==> src/rtl/turbine_fifo_sequencer_pkg.sv <==
// rtl/turbine_fifo_sequencer_pkg.sv - shared constants for the turbine FIFO burst sequencer
package turbine_fifo_sequencer_pkg;

  // Burst length follows the solver's global turbine count.
  localparam int N_WIND_TURBINE = 8;
  localparam int N_TURB_DEF     = N_WIND_TURBINE;
  localparam int DEPTH_DEF      = 16;
  localparam int AW_DEF         = 5;

  localparam logic [1:0] ST_IDLE  = 2'd0;
  localparam logic [1:0] ST_WR    = 2'd1;
  localparam logic [1:0] ST_RD    = 2'd2;
  localparam logic [1:0] ST_FLUSH = 2'd3;

  function automatic int idx_w(input int n);
    return (n > 1) ? $clog2(n) : 1;
  endfunction

endpackage

==> src/rtl/turbine_fifo_sequencer_if.sv <==
// rtl/turbine_fifo_sequencer_if.sv - control and FIFO-side signals of the turbine FIFO sequencer
interface turbine_fifo_sequencer_if
  import turbine_fifo_sequencer_pkg::*;
#(
  parameter int N_TURB = N_TURB_DEF,
  parameter int AW     = AW_DEF
);
  localparam int IW = idx_w(N_TURB);

  logic          rst_user;
  logic          wr_start;
  logic          rd_start;
  logic          fifo_full;
  logic          fifo_empty;
  logic          fifo_wrreq;
  logic          fifo_rdreq;
  logic [IW-1:0] wr_idx;
  logic          rd_valid;
  logic [IW-1:0] rd_idx;
  logic [AW-1:0] level;
  logic          busy;
  logic          step_done;
  logic          err_ovf;
  logic          err_unf;
  logic          err_pend;

  modport master (
    input  rst_user, wr_start, rd_start, fifo_full, fifo_empty,
    output fifo_wrreq, fifo_rdreq, wr_idx, rd_valid, rd_idx, level,
           busy, step_done, err_ovf, err_unf, err_pend
  );

  modport slave (
    output rst_user, wr_start, rd_start, fifo_full, fifo_empty,
    input  fifo_wrreq, fifo_rdreq, wr_idx, rd_valid, rd_idx, level,
           busy, step_done, err_ovf, err_unf, err_pend
  );

endinterface

==> src/rtl/turbine_fifo_sequencer_burst_counter.sv <==
// rtl/turbine_fifo_sequencer_burst_counter.sv - per-burst word counter with terminal-count flag
module turbine_fifo_sequencer_burst_counter #(
  parameter int N = 8,
  parameter int W = 3
) (
  input  logic         clk,
  input  logic         rst,
  input  logic         load,
  input  logic         en,
  output logic [W-1:0] cnt,
  output logic         tc
);
  localparam logic [W-1:0] LAST = W'(N - 1);

  assign tc = (cnt == LAST);

  always_ff @(posedge clk or posedge rst) begin
    if (rst) begin
      cnt <= '0;
    end else if (load) begin
      cnt <= '0;
    end else if (en) begin
      cnt <= tc ? '0 : cnt + 1'b1;
    end
  end

endmodule

==> src/rtl/turbine_fifo_sequencer.sv <==
// rtl/turbine_fifo_sequencer.sv - write/read burst sequencer for the per-turbine result FIFO
module turbine_fifo_sequencer
  import turbine_fifo_sequencer_pkg::*;
#(
  parameter int N_TURB = N_TURB_DEF,
  parameter int DEPTH  = DEPTH_DEF,
  parameter int AW     = AW_DEF
) (
  input  logic                       clk,
  input  logic                       rst,
  turbine_fifo_sequencer_if.master   bus
);
  localparam int IW = idx_w(N_TURB);
  localparam logic [AW:0] N_W     = (AW+1)'(N_TURB);
  localparam logic [AW:0] DEPTH_W = (AW+1)'(DEPTH);

  logic [1:0]    state, state_nx;
  logic          wr_pend, rd_pend;
  logic [AW-1:0] level;
  logic          err_ovf, err_unf, err_pend;
  logic [IW-1:0] cnt;
  logic          tc;
  logic          in_burst;
  logic          wr_req, rd_req, wr_fits, rd_fits;
  logic          wr_want, rd_want;
  logic          wrreq, rdreq_rd, rdreq_fl, rdreq, flush_empty;

  assign in_burst = (state == ST_WR) || (state == ST_RD);

  turbine_fifo_sequencer_burst_counter #(.N(N_TURB), .W(IW)) u_cnt (
    .clk  (clk),
    .rst  (rst),
    .load (!in_burst || bus.rst_user),
    .en   (in_burst),
    .cnt  (cnt),
    .tc   (tc)
  );

  // rst_user aborts immediately, so no request is issued in the abort cycle.
  assign wr_want     = (state == ST_WR) && !bus.rst_user;
  assign rd_want     = (state == ST_RD) && !bus.rst_user;
  assign wrreq       = wr_want && !bus.fifo_full;
  assign rdreq_rd    = rd_want && !bus.fifo_empty;
  assign rdreq_fl    = (state == ST_FLUSH) && !bus.rst_user && (level != '0) && !bus.fifo_empty;
  assign flush_empty = (state == ST_FLUSH) && !bus.rst_user && (level != '0) && bus.fifo_empty;
  assign rdreq       = rdreq_rd || rdreq_fl;

  assign wr_req  = bus.wr_start || wr_pend;
  assign rd_req  = bus.rd_start || rd_pend;
  assign wr_fits = ({1'b0, level} + N_W) <= DEPTH_W;
  assign rd_fits = {1'b0, level} >= N_W;

  always_comb begin
    state_nx = state;
    case (state)
      ST_IDLE: begin
        if (wr_req) begin
          if (wr_fits) state_nx = ST_WR;
        end else if (rd_req && rd_fits) begin
          state_nx = ST_RD;
        end
      end
      ST_WR, ST_RD: if (tc) state_nx = ST_IDLE;
      ST_FLUSH:     if (level == '0) state_nx = ST_IDLE;
      default:      state_nx = ST_IDLE;
    endcase
    if (bus.rst_user) state_nx = ST_FLUSH;
  end

  always_ff @(posedge clk or posedge rst) begin
    if (rst) begin
      state    <= ST_IDLE;
      wr_pend  <= 1'b0;
      rd_pend  <= 1'b0;
      level    <= '0;
      err_ovf  <= 1'b0;
      err_unf  <= 1'b0;
      err_pend <= 1'b0;
    end else begin
      state <= state_nx;

      if (flush_empty)  level <= '0;
      else if (wrreq)   level <= level + 1'b1;
      else if (rdreq)   level <= level - 1'b1;

      if (bus.rst_user) begin
        wr_pend  <= 1'b0;
        rd_pend  <= 1'b0;
        err_ovf  <= 1'b0;
        err_unf  <= 1'b0;
        err_pend <= 1'b0;
      end else begin
        if (state == ST_IDLE) begin
          // One decision per idle cycle; a simultaneous read start waits as pending.
          if (wr_req) begin
            wr_pend <= 1'b0;
            if (!wr_fits) err_ovf <= 1'b1;
            if (bus.rd_start) begin
              if (rd_pend) err_pend <= 1'b1;
              else         rd_pend  <= 1'b1;
            end
          end else if (rd_req) begin
            rd_pend <= 1'b0;
            if (!rd_fits) err_unf <= 1'b1;
          end
        end else begin
          if (bus.wr_start) begin
            if (wr_pend) err_pend <= 1'b1;
            else         wr_pend  <= 1'b1;
          end
          if (bus.rd_start) begin
            if (rd_pend) err_pend <= 1'b1;
            else         rd_pend  <= 1'b1;
          end
        end
        if (wr_want && bus.fifo_full) err_ovf <= 1'b1;
        if ((rd_want && bus.fifo_empty) || flush_empty) err_unf <= 1'b1;
      end
    end
  end

  // FIFO q appears one cycle after rdreq; flush reads are never qualified.
  always_ff @(posedge clk or posedge rst) begin
    if (rst) begin
      bus.rd_valid  <= 1'b0;
      bus.rd_idx    <= '0;
      bus.step_done <= 1'b0;
    end else begin
      bus.rd_valid  <= rdreq_rd;
      bus.step_done <= rdreq_rd && tc;
      if (rdreq_rd) bus.rd_idx <= cnt;
    end
  end

  assign bus.fifo_wrreq = wrreq;
  assign bus.fifo_rdreq = rdreq;
  assign bus.wr_idx     = (state == ST_WR) ? cnt : '0;
  assign bus.level      = level;
  assign bus.busy       = (state != ST_IDLE);
  assign bus.err_ovf    = err_ovf;
  assign bus.err_unf    = err_unf;
  assign bus.err_pend   = err_pend;

endmodule

==> src/flat_wrapper.sv <==
// flat-port wrapper written by rule: the top's interface ports become plain ports
module turbine_fifo_sequencer_flat import turbine_fifo_sequencer_pkg::*;
#(
  parameter int N_TURB = N_TURB_DEF,
  parameter int DEPTH  = DEPTH_DEF,
  parameter int AW     = AW_DEF
)
  (clk, rst, bus_rst_user, bus_wr_start, bus_rd_start, bus_fifo_full, bus_fifo_empty, bus_fifo_wrreq, bus_fifo_rdreq, bus_wr_idx, bus_rd_valid, bus_rd_idx, bus_level, bus_busy, bus_step_done, bus_err_ovf, bus_err_unf, bus_err_pend);
  turbine_fifo_sequencer_if #(.N_TURB(N_TURB), .AW(AW)) bus_i ();
  input  logic clk;
  input  logic rst;
  input wire logic [$bits(bus_i.rst_user)-1:0] bus_rst_user;
  input wire logic [$bits(bus_i.wr_start)-1:0] bus_wr_start;
  input wire logic [$bits(bus_i.rd_start)-1:0] bus_rd_start;
  input wire logic [$bits(bus_i.fifo_full)-1:0] bus_fifo_full;
  input wire logic [$bits(bus_i.fifo_empty)-1:0] bus_fifo_empty;
  output wire logic [$bits(bus_i.fifo_wrreq)-1:0] bus_fifo_wrreq;
  output wire logic [$bits(bus_i.fifo_rdreq)-1:0] bus_fifo_rdreq;
  output wire logic [$bits(bus_i.wr_idx)-1:0] bus_wr_idx;
  output wire logic [$bits(bus_i.rd_valid)-1:0] bus_rd_valid;
  output wire logic [$bits(bus_i.rd_idx)-1:0] bus_rd_idx;
  output wire logic [$bits(bus_i.level)-1:0] bus_level;
  output wire logic [$bits(bus_i.busy)-1:0] bus_busy;
  output wire logic [$bits(bus_i.step_done)-1:0] bus_step_done;
  output wire logic [$bits(bus_i.err_ovf)-1:0] bus_err_ovf;
  output wire logic [$bits(bus_i.err_unf)-1:0] bus_err_unf;
  output wire logic [$bits(bus_i.err_pend)-1:0] bus_err_pend;
  assign bus_i.rst_user = bus_rst_user;
  assign bus_i.wr_start = bus_wr_start;
  assign bus_i.rd_start = bus_rd_start;
  assign bus_i.fifo_full = bus_fifo_full;
  assign bus_i.fifo_empty = bus_fifo_empty;
  assign bus_fifo_wrreq = bus_i.fifo_wrreq;
  assign bus_fifo_rdreq = bus_i.fifo_rdreq;
  assign bus_wr_idx = bus_i.wr_idx;
  assign bus_rd_valid = bus_i.rd_valid;
  assign bus_rd_idx = bus_i.rd_idx;
  assign bus_level = bus_i.level;
  assign bus_busy = bus_i.busy;
  assign bus_step_done = bus_i.step_done;
  assign bus_err_ovf = bus_i.err_ovf;
  assign bus_err_unf = bus_i.err_unf;
  assign bus_err_pend = bus_i.err_pend;
  turbine_fifo_sequencer #(.N_TURB(N_TURB), .DEPTH(DEPTH), .AW(AW)) u_core (.clk(clk), .rst(rst), .bus(bus_i));
endmodule
==> config.mk <==
export PLATFORM = sky130hd
export DESIGN_NAME = turbine_fifo_sequencer_flat
export DESIGN_NICKNAME = d
export VERILOG_FILES = /design/src/rtl/turbine_fifo_sequencer_pkg.sv /design/src/rtl/turbine_fifo_sequencer_if.sv /design/src/rtl/turbine_fifo_sequencer_burst_counter.sv /design/src/rtl/turbine_fifo_sequencer.sv /design/src/flat_wrapper.sv
export SDC_FILE = /design/constraint.sdc
export NUM_CORES = 1
export LEC_CHECK = 0
export ABC_AREA = 1
export CELL_PAD_IN_SITES_DETAIL_PLACEMENT = 1
export CELL_PAD_IN_SITES_GLOBAL_PLACEMENT = 1
export CORE_MARGIN = 1.5
export CORE_UTILIZATION = 40
export CTS_BUF_LIST = sky130_fd_sc_hd__clkbuf_8
export DETAILED_ROUTE_END_ITERATION = 6
export DONT_BUFFER_PORTS = 1
export PLACE_DENSITY = 0.71
export REMOVE_ABC_BUFFERS = 1
export SYNTH_ARGS = -nofsm -noshare
export SYNTH_HDL_FRONTEND = slang
export SYNTH_SLANG_ARGS = --single-unit
==> constraint.sdc <==
create_clock -name clk -period 3 [get_ports clk]
set_clock_uncertainty 0.2 [all_clocks]
set_input_delay 0.3 -clock clk [delete_from_list [all_inputs] [get_ports clk]]
set_output_delay 0.3 -clock clk [all_outputs]
set_load 0.01 [all_outputs]
==> flow_summary_export.csv, run 1 <==
group,metric,value,unit
place,placed_area,0.00124,mm^2
yosys,ys_types,21,
place,io_buffers,0,
global_route,grt_pass1_wl,4840,um
worst_setup_path,cpMaxStageDelayCell,"dfrtp_1",
layout,design_area,0.00133,mm^2
clock_network,postCtsSetupRepairBufs,0,
worst_setup_path,arrival,2.17,ns
floorplan,std_cell_rows,19,
worst_setup_path,crit_path_start_kind,"register",
timing,slew_viol_final,0,
power,peakVddDrop,0.000470,V
timing,finalSetupViolCount,0,
timing,min_period_over_period,0.727,
timing,timing.fmax,458,MHz
drt,vias,1017,
worst_setup_path,required,2.99,ns
yosys,synth_top_cell_by_area,"dfrtp_1",
outcome,status,"completed",
floorplan,die-area,0.00337,mm^2
clock_network,cts_tree,"built",
layout,antenna_cells,0,
layout,drive_gt1_frac,0.0920,
yosys,synthesis.area,0.00121,mm^2
floorplan,start_util,0.429,
floorplan,coreArea,0.00283,mm^2
timing,hold_viol,0,
yosys,ys_async_sr_fraction,1.00,
place,place_hpwl,2270,um
drt,viasPerCell,5.24,
clock_network,clk_pin_slew,0.08,ns
global_route,grt_pass1_vias,1105,
floorplan,ios,26,
clock_network,cts_hold_buf,2,
yosys,postSynthAreaPerCell,7.68,um^2
drt,first_pass_iters,4,
clock_network,h-tree-depth,1,
clock_network,cts_sinks,20,
worst_setup_path,setup.worst_path.end_class,"register",
layout,area_delta_synth_final,9.79,%
timing,min_period,2.18,ns
worst_setup_path,timing.rr.end,"u_core.bus.level[4]",
worst_setup_path,rrSetupSlack,0.82,ns
worst_setup_path,crit-reg2reg-launch,"u_core.state[1]",
drt,drt_iter0_markers,28,
global_route,grt_usage,0.190,
clock_network,cts.repair.resized,0,
min_path,holdPathStages,2,
yosys,yosysWarnings,0,
yosys,synth_top_area_frac,0.412,
yosys,ys_seq_area_frac,0.412,
yosys,synthTopCellsByArea,"dfrtp_1 41%, nand2_1 13%, ha_1 10%, inv_1 8.7%, nor2_1 4.6%",
layout,multi_input_area,586,um^2
global_route,grt-ovfl-total,0,
min_path,holdCritStartpoint,"bus_fifo_full",
min_path,whs_endpoint,"u_core.bus.err_ovf",
clock_network,clock_latency,0.26,ns
power,power,1.39,mW
worst_setup_path,crit_chain,"inv_1 -> ha_1 -> nand3_2 -> ha_1 -> nand2_1 -> nor2_1 -> nor2_1 -> inv_1 -> nand2_1 -> nand2_1 -> o21ai_1",
power,cellPowerDensity,1040,mW/mm^2
clock_network,cts_buffer_depth,2,
timing,fin_setup_tns,0,ns
yosys,ys_seq_elements,20,
timing,tightest_slew,0.793,ns
floorplan,fp.dieH,58.1,um
worst_setup_path,cpMostUsedCell,"nand2_1",
global_route,grt_max_degree,21,
worst_setup_path,path_class,"register to register",
clock_network,cts_made_buffers,3,
drt,final_antenna_net_count,0,
min_path,hp-class,"primary input to register",
yosys,ys_top_cells_by_count,"42 x nand2_1, 28 x inv_1, 20 x dfrtp_1",
worst_setup_path,crit_start,"u_core.state[1]",
yosys,synth_edf_count,0,
timing,relSlewSlack,0.470,
power,leakage,0.760,nW
global_route,antenna_found_initial,0,
drt,route.detailed.drc,0,
drt,wire_per_inst,14.7,um
yosys,syn-instance-count,158,
worst_setup_path,r2r_cells,11,
floorplan,fp.dieW,58.1,um
flow_run,drv_cap,0,
yosys,synth-main-ff-cell,"dfrtp_1",
layout,nNetsFinal,182,
worst_setup_path,critical-path-max-stage-delay,0.42,ns
layout,ff_latch_area,500,um^2
worst_setup_path,worstPathMaxFanout,6,
drt,routed_wl,2850,um
clock_network,cts_root_buf,"clkbuf_8",
layout,fill_cells,357,
place,place_congestion,0.796,
yosys,synth_most_common_cell,"nand2_1",
timing,rsz0062_at_grt,"no",
[state kept, by name (all words and copies together), names as in the netlist]
register              count
u_core.state              2
u_core.bus.rd_valid       1
u_core.bus.rd_idx         3
u_core.bus.step_done      1
u_core.rd_pend            1
u_core.bus.err_ovf        1
u_core.bus.err_pend       1
u_core.bus.err_unf        1
u_core.wr_pend            1
u_core.bus.level          5
u_core.u_cnt.cnt          3
[cells by family after synthesis]
family | synth area share
xor gates and xnor gates | 0.0144
and+or+nand+nor | 0.282
AOI/OAI and AO/OA | 0.0660
DFF | 0.412
adders and majority gates | 0.120
buffers and inverters | 0.105
[placed cells by master (no fill, tap or decap), types with 2 or more instances in the layout]
master,n
dfrtp_1,20
nand3_1,10
dlygate4sd3_1,2
nand2_2,2
nor2_1,15
nand3_2,3
inv_2,3
clkbuf_8,3
a21oi_1,2
o21ai_0,9
nand2_1,42
inv_1,28
ha_1,10
o21ai_1,5
[cell type report]
class,count,area share
Sequential cell,20,0.376
Clock buffer,3,0.0310
Clock inverter,1,0.0225
Tap cell,31,0.0291
Multi-Input combinational cell,106,0.439
Inverter,31,0.0873
Timing Repair Buffer,2,0.0150
[critical path: cells and delay by family, from the launching register on]
family | cells | cell delay, ns
fa+ha+maj | 2 | 0.67
simple gates | 6 | 0.55
flops | 1 | 0.42
buf+inv | 2 | 0.17
compound gates | 1 | 0.10
[worst max path at each step]
stage,to
floorplan,u_core.bus.level[4]
global placement,u_core.bus.level[4]
detailed placement,u_core.bus.level[4]
CTS,u_core.bus.level[4]
global route,u_core.bus.level[4]
finish,u_core.bus.level[4]
[metrics by stage]
stage | setup slack, ns | util | hold slack [ns] | cells
floorplan | 1.06 | - | 0.0638 | 157
global placement | 0.947 | 0.439 | 0.172 | 188
detailed placement | 0.828 | 0.439 | 0.174 | 188
CTS | 0.788 | 0.471 | 0.0562 | 194
global route | 0.600 | 0.471 | 0.0768 | 194
finish | 0.818 | 0.471 | 0.0752 | 194
[report_power, final]
group | leakage (nW) | internal [mW] | switching (mW)
Clock | 0.0357 | 0.178 | 0.0944
Sequential | 0.260 | 0.362 | 0.138
Combinational | 0.463 | 0.228 | 0.386
Total | 0.760 | 0.768 | 0.618
[routing by layer]
metal  global-route usage  vias to the layer above  wire length, um
li1                     -                      496                -
met5                    0                        -                0
met1                0.231                      500             1240
met4               0.0598                        0               32
met2                0.347                       17             1480
met3               0.0223                        4              100
No activity file was read; power rests on OpenSTA's default activity.
==> run 2, diff against run 1 <==
--- a/config.mk
+++ b/config.mk
@@ -13,7 +13,7 @@
 export CTS_BUF_LIST = sky130_fd_sc_hd__clkbuf_8
 export DETAILED_ROUTE_END_ITERATION = 6
 export DONT_BUFFER_PORTS = 1
-export PLACE_DENSITY = 0.71
+export PLACE_DENSITY = 0.73
 export REMOVE_ABC_BUFFERS = 1
 export SYNTH_ARGS = -nofsm -noshare
 export SYNTH_HDL_FRONTEND = slang
==> constraint.sdc (replaced) <==
create_clock -name clk -period 2 [get_ports clk]
set_clock_uncertainty 0.2 [all_clocks]
set_input_delay 0.2 -clock clk [delete_from_list [all_inputs] [get_ports clk]]
set_output_delay 0.2 -clock clk [all_outputs]
set_load 0.01 [all_outputs]
==> flow_summary_export.csv, run 2 (synthesis results as in run 1) <==
group,metric,value,unit
timing,whs,0.0121,ns
timing,relSlewSlack,0.748,
worst_setup_path,crit_chain,"buf_4 -> ha_1 -> inv_1 -> nor2_1 -> nand2_1 -> o21ai_1",
clock_network,clk_pin_slew,0.07,ns
clock_network,clock_latency,0.25,ns
min_path,holdCritStartpoint,"bus_wr_start",
drt,wire_per_inst,14.1,um
clock_network,h-tree-depth,1,
clock_network,cts_root_buf,"clkbuf_8",
worst_setup_path,setup.worst_path.end_class,"primary output",
drt,drt_iter0_markers,23,
drt,vias,1008,
min_path,holdPathStages,2,
worst_setup_path,worstPathMaxFanout,3,
worst_setup_path,r2r_cells,10,
global_route,grt_usage,0.185,
min_path,hp-class,"primary input to register",
floorplan,std_cell_rows,19,
power,leakage,0.776,nW
layout,largest_reg_flops,5,
global_route,grt-ovfl-total,0,
floorplan,ios,26,
drt,routed_wl,2810,um
timing,hold_viol,0,
timing,timing.fmax,536,MHz
timing,slew_viol_final,0,
layout,top_regs,"u_core.bus.level (5), u_core.bus.rd_idx (3), u_core.u_cnt.cnt (3)",
worst_setup_path,crit_path_start_kind,"register",
worst_setup_path,arrival,1.47,ns
layout,top_register,"u_core.bus.level",
place,io_buffers,0,
flow_run,drv_cap,0,
power,power,2.03,mW
clock_network,cts_tree,"built",
layout,area_delta_synth_final,16.1,%
layout,layout_common_cells,"42 x nand2_1, 26 x inv_1, 19 x dfrtp_1",
power,peakVddDrop,0.000497,V
timing,tightest_slew,0.377,ns
global_route,grt_max_degree,21,
clock_network,cts_sinks,20,
timing,finalSetupViolCount,0,
outcome,status,"finished, violations left",
place,place_hpwl,2100,um
worst_setup_path,rrSetupSlack,0.18,ns
worst_setup_path,cpMaxStageDelayCell,"dfrtp_1",
timing,min_period,1.87,ns
min_path,whs_endpoint,"u_core.wr_pend",
global_route,grt_pass1_vias,1099,
layout,layout_commonest_cell,"nand2_1",
floorplan,start_util,0.429,
global_route,antenna_found_initial,0,
worst_setup_path,crit-reg2reg-launch,"u_core.state[0]",
worst_setup_path,cpLargestDelayFamily,"flip-flops",
worst_setup_path,timing.rr.end,"u_core.bus.level[4]",
drt,first_pass_iters,6,
drt,viasPerCell,5.04,
timing,min_period_over_period,0.933,
power,cellPowerDensity,1440,mW/mm^2
floorplan,coreArea,0.00283,mm^2
clock_network,cts_buffer_depth,2,
floorplan,fp.dieH,58.1,um
outcome,violations,"DRC",
layout,nNetsFinal,189,
place,place_congestion,0.787,
worst_setup_path,path_class,"register to primary output",
layout,antenna_cells,0,
drt,final_antenna_net_count,0,
global_route,grt_pass1_wl,4810,um
drt,route.detailed.drc,1,
worst_setup_path,required,1.60,ns
worst_setup_path,critical_path_buf_inv_count,2,
clock_network,cts_made_buffers,3,
layout,drive_gt1_frac,0.154,
floorplan,fp.dieW,58.1,um
floorplan,die-area,0.00337,mm^2
worst_setup_path,critical-path-max-stage-delay,0.38,ns
## run 2: changes by cell type in the layout (fill, tap and decap cells not counted), moves of 2 or more
cell,delta
dlygate4sd3_1,+2
buf_4,+5
ha_4,+3
ha_1,-3
inv_1,-2
inv_2,+2
## run 2: report_power, final
group / leakage (nW) / internal [mW] / switching [mW]
clock: 0.0216 / 0.134 / 0.130
combinational: 0.495 / 0.416 / 0.597
sequential: 0.259 / 0.546 / 0.211
total: 0.776 / 1.10 / 0.938
## run 2: layout make-up
| class | instances | area [um^2] |
|---|---|---|
| well taps | 31 | 38.8 |
| fillers | 355 | 1420 |
| inverters | 31 | 116 |
| flip-flops and latches | 20 | 502 |
| repair buffers | 9 | 77.6 |
| clock buffers | 3 | 41.3 |
| multi-input cells | 106 | 633 |
## run 2: worst max-delay path by stage
stage / depth (start not counted) / start / slack [ns] / to
CTS: 10 / u_core.state[0] / 0.04 / u_core.bus.level[4]
finish: 6 / u_core.state[1] / 0.13 / bus_fifo_rdreq
global placement: 11 / u_core.state[1] / 0.08 / u_core.bus.level[4]
detailed placement: 11 / u_core.state[1] / -0.01 / u_core.bus.level[4]
global route: 6 / u_core.state[1] / -0.003 / bus_fifo_rdreq
floorplan: 11 / u_core.state[1] / 0.06 / u_core.bus.level[4]
## run 2: per-layer routing
layer / track usage / up-vias / wire (um)
li1: - / 509 / -
met1: 0.241 / 480 / 1360
met2: 0.315 / 17 / 1340
met3: 0.0424 / 2 / 96
met4: 0.0399 / 0 / 21
met5: 0 / - / 0
## run 2: stage by stage
step                      cell area (um^2)  utilization  worst slack [ns]   TNS, ns  std cells
after floorplan                       1200            -            0.0619         0        157
after global placement                1270        0.449            0.0775         0        192
after detailed placement              1270        0.449           -0.0110   -0.0110        192
after CTS                             1400        0.493            0.0438         0        200
after global routing                  1410        0.498          -0.00259  -0.00259        200
final                                 1410        0.498             0.135         0        200
## run 2: repair_timing
item                                    in CTS  in global routing
gates resized for setup                      4                  6
endpoints found under the hold margin       23                  0
hold buffers                                 4                  0
pin swaps                                    0                  2
endpoints found under the setup margin       2                  2
buffers inserted                             1                  0
==> run 3, diff against run 2 <==
--- a/config.mk
+++ b/config.mk
@@ -8,7 +8,7 @@
 export ABC_AREA = 1
 export CELL_PAD_IN_SITES_DETAIL_PLACEMENT = 1
 export CELL_PAD_IN_SITES_GLOBAL_PLACEMENT = 1
-export CORE_MARGIN = 1.5
+export CORE_MARGIN = 4
 export CORE_UTILIZATION = 40
 export CTS_BUF_LIST = sky130_fd_sc_hd__clkbuf_8
 export DETAILED_ROUTE_END_ITERATION = 6
@@ -17,4 +17,5 @@
 export REMOVE_ABC_BUFFERS = 1
 export SYNTH_ARGS = -nofsm -noshare
 export SYNTH_HDL_FRONTEND = slang
+export SYNTH_HIERARCHICAL = 1
 export SYNTH_SLANG_ARGS = --single-unit
==> flow_summary_export.csv, run 3 <==
group,metric,value,unit
place,dp.cells,226,
power,combinationalPowerShare,0.566,
layout,multi_input_area,746,um^2
clock_network,cts_tree,"built",
floorplan,ios,26,
timing,min_period,1.94,ns
floorplan,die-area,0.00430,mm^2
drt,viasPerCell,4.99,
power,switching_power,1.12,mW
floorplan,fp.dieW,65.6,um
power,p_seq_frac,0.301,
layout,antenna_cells,0,
layout,layout_commonest_cell,"nand2_1",
drt,final_antenna_net_count,0,
floorplan,coreArea,0.00310,mm^2
global_route,grt_usage,0.183,
drt,vias,1183,
layout,layout_common_cells,"44 x nand2_1, 28 x inv_1, 20 x nand3_1",
global_route,grt_max_degree,18,
yosys,ys_async_sr_fraction,1.00,
timing,hold_viol,0,
global_route,grt_use_met2,0.321,
yosys,ys_top_cells_by_count,"44 x nand2_1, 30 x inv_1, 20 x dfrtp_1, 20 x nand3_1, 19 x nor2_1",
timing,relSlewSlack,0.509,
drt,drt_iter0_markers,42,
yosys,synthTopCellsByArea,"dfrtp_1 38%, nand2_1 12%, ha_1 11%, inv_1 8.5%, nand3_1 7.6%",
layout,top_regs,"u_core/bus.level (5), u_core/bus.rd_idx (3), u_core/u_cnt/cnt (3)",
yosys,postSynthAreaPerCell,7.57,um^2
clock_network,cts_sinks,20,
timing,slew_viol_final,0,
timing,min_period_over_period,0.972,
yosys,syn-instance-count,175,
power,cellPowerDensity,1490,mW/mm^2
clock_network,clock_latency,0.26,ns
clock_network,h-tree-depth,1,
yosys,synth_top_area_frac,0.378,
worst_setup_path,setup.worst_path.end_class,"register",
yosys,ys_types,22,
layout,area_delta_synth_final,21.6,%
timing,tightest_slew,0.736,ns
timing,finalSetupViolCount,0,
drt,route.detailed.drc,0,
layout,ff_latch_area,502,um^2
global_route,grtUsageMet3,0.0427,
layout,largest_reg_flops,5,
yosys,synth-main-ff-cell,"dfrtp_1",
clock_network,cts_buffer_depth,2,
yosys,synth_edf_count,0,
timing,whs,0.0294,ns
power,leakage,0.879,nW
place,place_congestion,0.789,
clock_network,clk_pin_slew,0.08,ns
global_route,grt-ovfl-total,0,
drt,first_pass_iters,6,
drt,wire_per_inst,15.5,um
yosys,synth_most_common_cell,"nand2_1",
yosys,ys_seq_area_frac,0.378,
worst_setup_path,crit_path_start_kind,"register",
worst_setup_path,cpMaxStageDelayCell,"dfrtp_1",
place,place_hpwl,2710,um
layout,nNetsFinal,214,
place,io_buffers,0,
yosys,synth_top_cell_by_area,"dfrtp_1",
yosys,yosysWarnings,6,
floorplan,std_cell_rows,20,
flow_run,drv_cap,0,
timing,timing.fmax,515,MHz
global_route,grt_pass1_wl,6050,um
yosys,synthesis.area,0.00133,mm^2
layout,top_register,"u_core/bus.level",
floorplan,start_util,0.427,
worst_setup_path,path_class,"register to register",
global_route,met1_usage,0.216,
layout,drive_gt1_frac,0.192,
worst_setup_path,worstPathMaxFanout,6,
clock_network,cts_root_buf,"clkbuf_8",
worst_setup_path,critical-path-max-stage-delay,0.40,ns
outcome,status,"completed",
global_route,grt_pass1_vias,1329,
power,p_int,1.28,mW
layout,instances_no_fill,237,
power,peakVddDrop,0.000486,V
clock_network,cts_made_buffers,3,
power,power.share.clock,0.133,
floorplan,fp.dieH,65.6,um
power,switching_share,0.467,
worst_setup_path,required,1.96,ns
drt,routed_wl,3680,um
min_path,hp-class,"primary input to register",
worst_setup_path,crit_chain,"inv_2 -> ha_4 -> nand3_4 -> buf_6 -> ha_1 -> nand3_1 -> nand2_1 -> xnor2_2 -> o21ai_2",
layout,fill_cells,410,
global_route,top_usage_layer,"met2",
yosys,ys_seq_elements,20,
global_route,antenna_found_initial,0,
worst_setup_path,arrival,1.90,ns
run 3: changes by cell type after synthesis, moves of 2 or more:
| cell | before | now |
|---|---|---|
| nand3_1 | 10 | 20 |
| o21ai_1 | 5 | 0 |
| nor2_1 | 15 | 19 |
| nand3_2 | 3 | 0 |
| o21ai_0 | 9 | 6 |
| o21ai_2 | 0 | 3 |
| ha_1 | 10 | 12 |
| inv_1 | 28 | 30 |
| nand2_1 | 42 | 44 |
| nand2_4 | 1 | 3 |
run 3: per-stage QoR:
step	instance area (um^2)	power (mW)	utilization	TNS (ns)	setup slack, ns
after floorplan	1310	1.56	-	-0.0307	-0.0307
after global placement	1430	1.84	0.460	0	0.0750
after CTS	1550	2.29	0.498	0	0.0320
final	1610	2.40	0.519	0	0.0566
after detailed placement	1430	1.91	0.460	-0.0643	-0.0425
after global routing	1610	2.63	0.519	-0.0309	-0.0236
run 3: what timing repair did:
action	CTS	global route
hold endpoints to repair	25	0
endpoints found under the setup margin	3	4
setup buffers	0	2
resized for setup	4	10
pin swaps	0	3
hold buffers	5	0
run 3: power groups by stage:
stage               combinational [mW]  clock (mW)  sequential, mW
floorplan                        0.862           0           0.696
global placement                  1.13           0           0.713
detailed placement                1.19           0           0.720
CTS                               1.25       0.332           0.712
global route                      1.54       0.344           0.748
finish                            1.36       0.320           0.723
run 3: critical path: cells and delay by family, from the launching register on:
family                     cells  cell delay (ns)
and+or+nand+nor                3             0.32
AOI/OAI and AO/OA              1             0.06
buffers and inverters          2             0.25
DFF                            1             0.40
xor gates and xnor gates       1             0.19
adders and majority gates      2             0.43
run 3: cell families (layout without fill, tap and decap cells):
family / after synthesis / in the layout / share of synthesized area
simple gates: 92 / 92 / 0.314
buf+inv: 34 / 52 / 0.103
compound gates: 14 / 14 / 0.0633
fa+ha+maj: 13 / 13 / 0.128
flops: 20 / 20 / 0.378
xor+xnor: 2 / 2 / 0.0132
run 3: routing by layer:
metal / routed length (um) / up-vias
met4: 47 / 0
met5: 0 / -
met2: 1830 / 27
met1: 1620 / 571
li1: - / 580
met3: 187 / 5
run 3: path summary, 6_finish.rpt:
kind                                startpoint                  end  slack [ns]  cells past startpoint
hold / removal                    bus_rd_start  u_core/bus.err_pend        0.03                      4
hold reg to reg            u_core/u_cnt/cnt[1]  u_core/u_cnt/cnt[1]        0.35                      2
min in group asynchronous                  rst  u_core/u_cnt/cnt[0]        0.05                      2
setup reg to reg               u_core/state[1]  u_core/bus.level[3]        0.06                      9
setup / recovery               u_core/state[1]  u_core/bus.level[3]        0.06                      9
max in group asynchronous                  rst      u_core/state[0]        0.78                      2
run 3: area by class of cell:
| cell class | count | share of cell area |
|---|---|---|
| Sequential cell | 20 | 0.311 |
| Tap cell | 44 | 0.0342 |
| Inverter | 33 | 0.0776 |
| Multi-Input combinational cell | 121 | 0.463 |
| Clock buffer | 4 | 0.0342 |
| Timing Repair Buffer | 15 | 0.0800 |
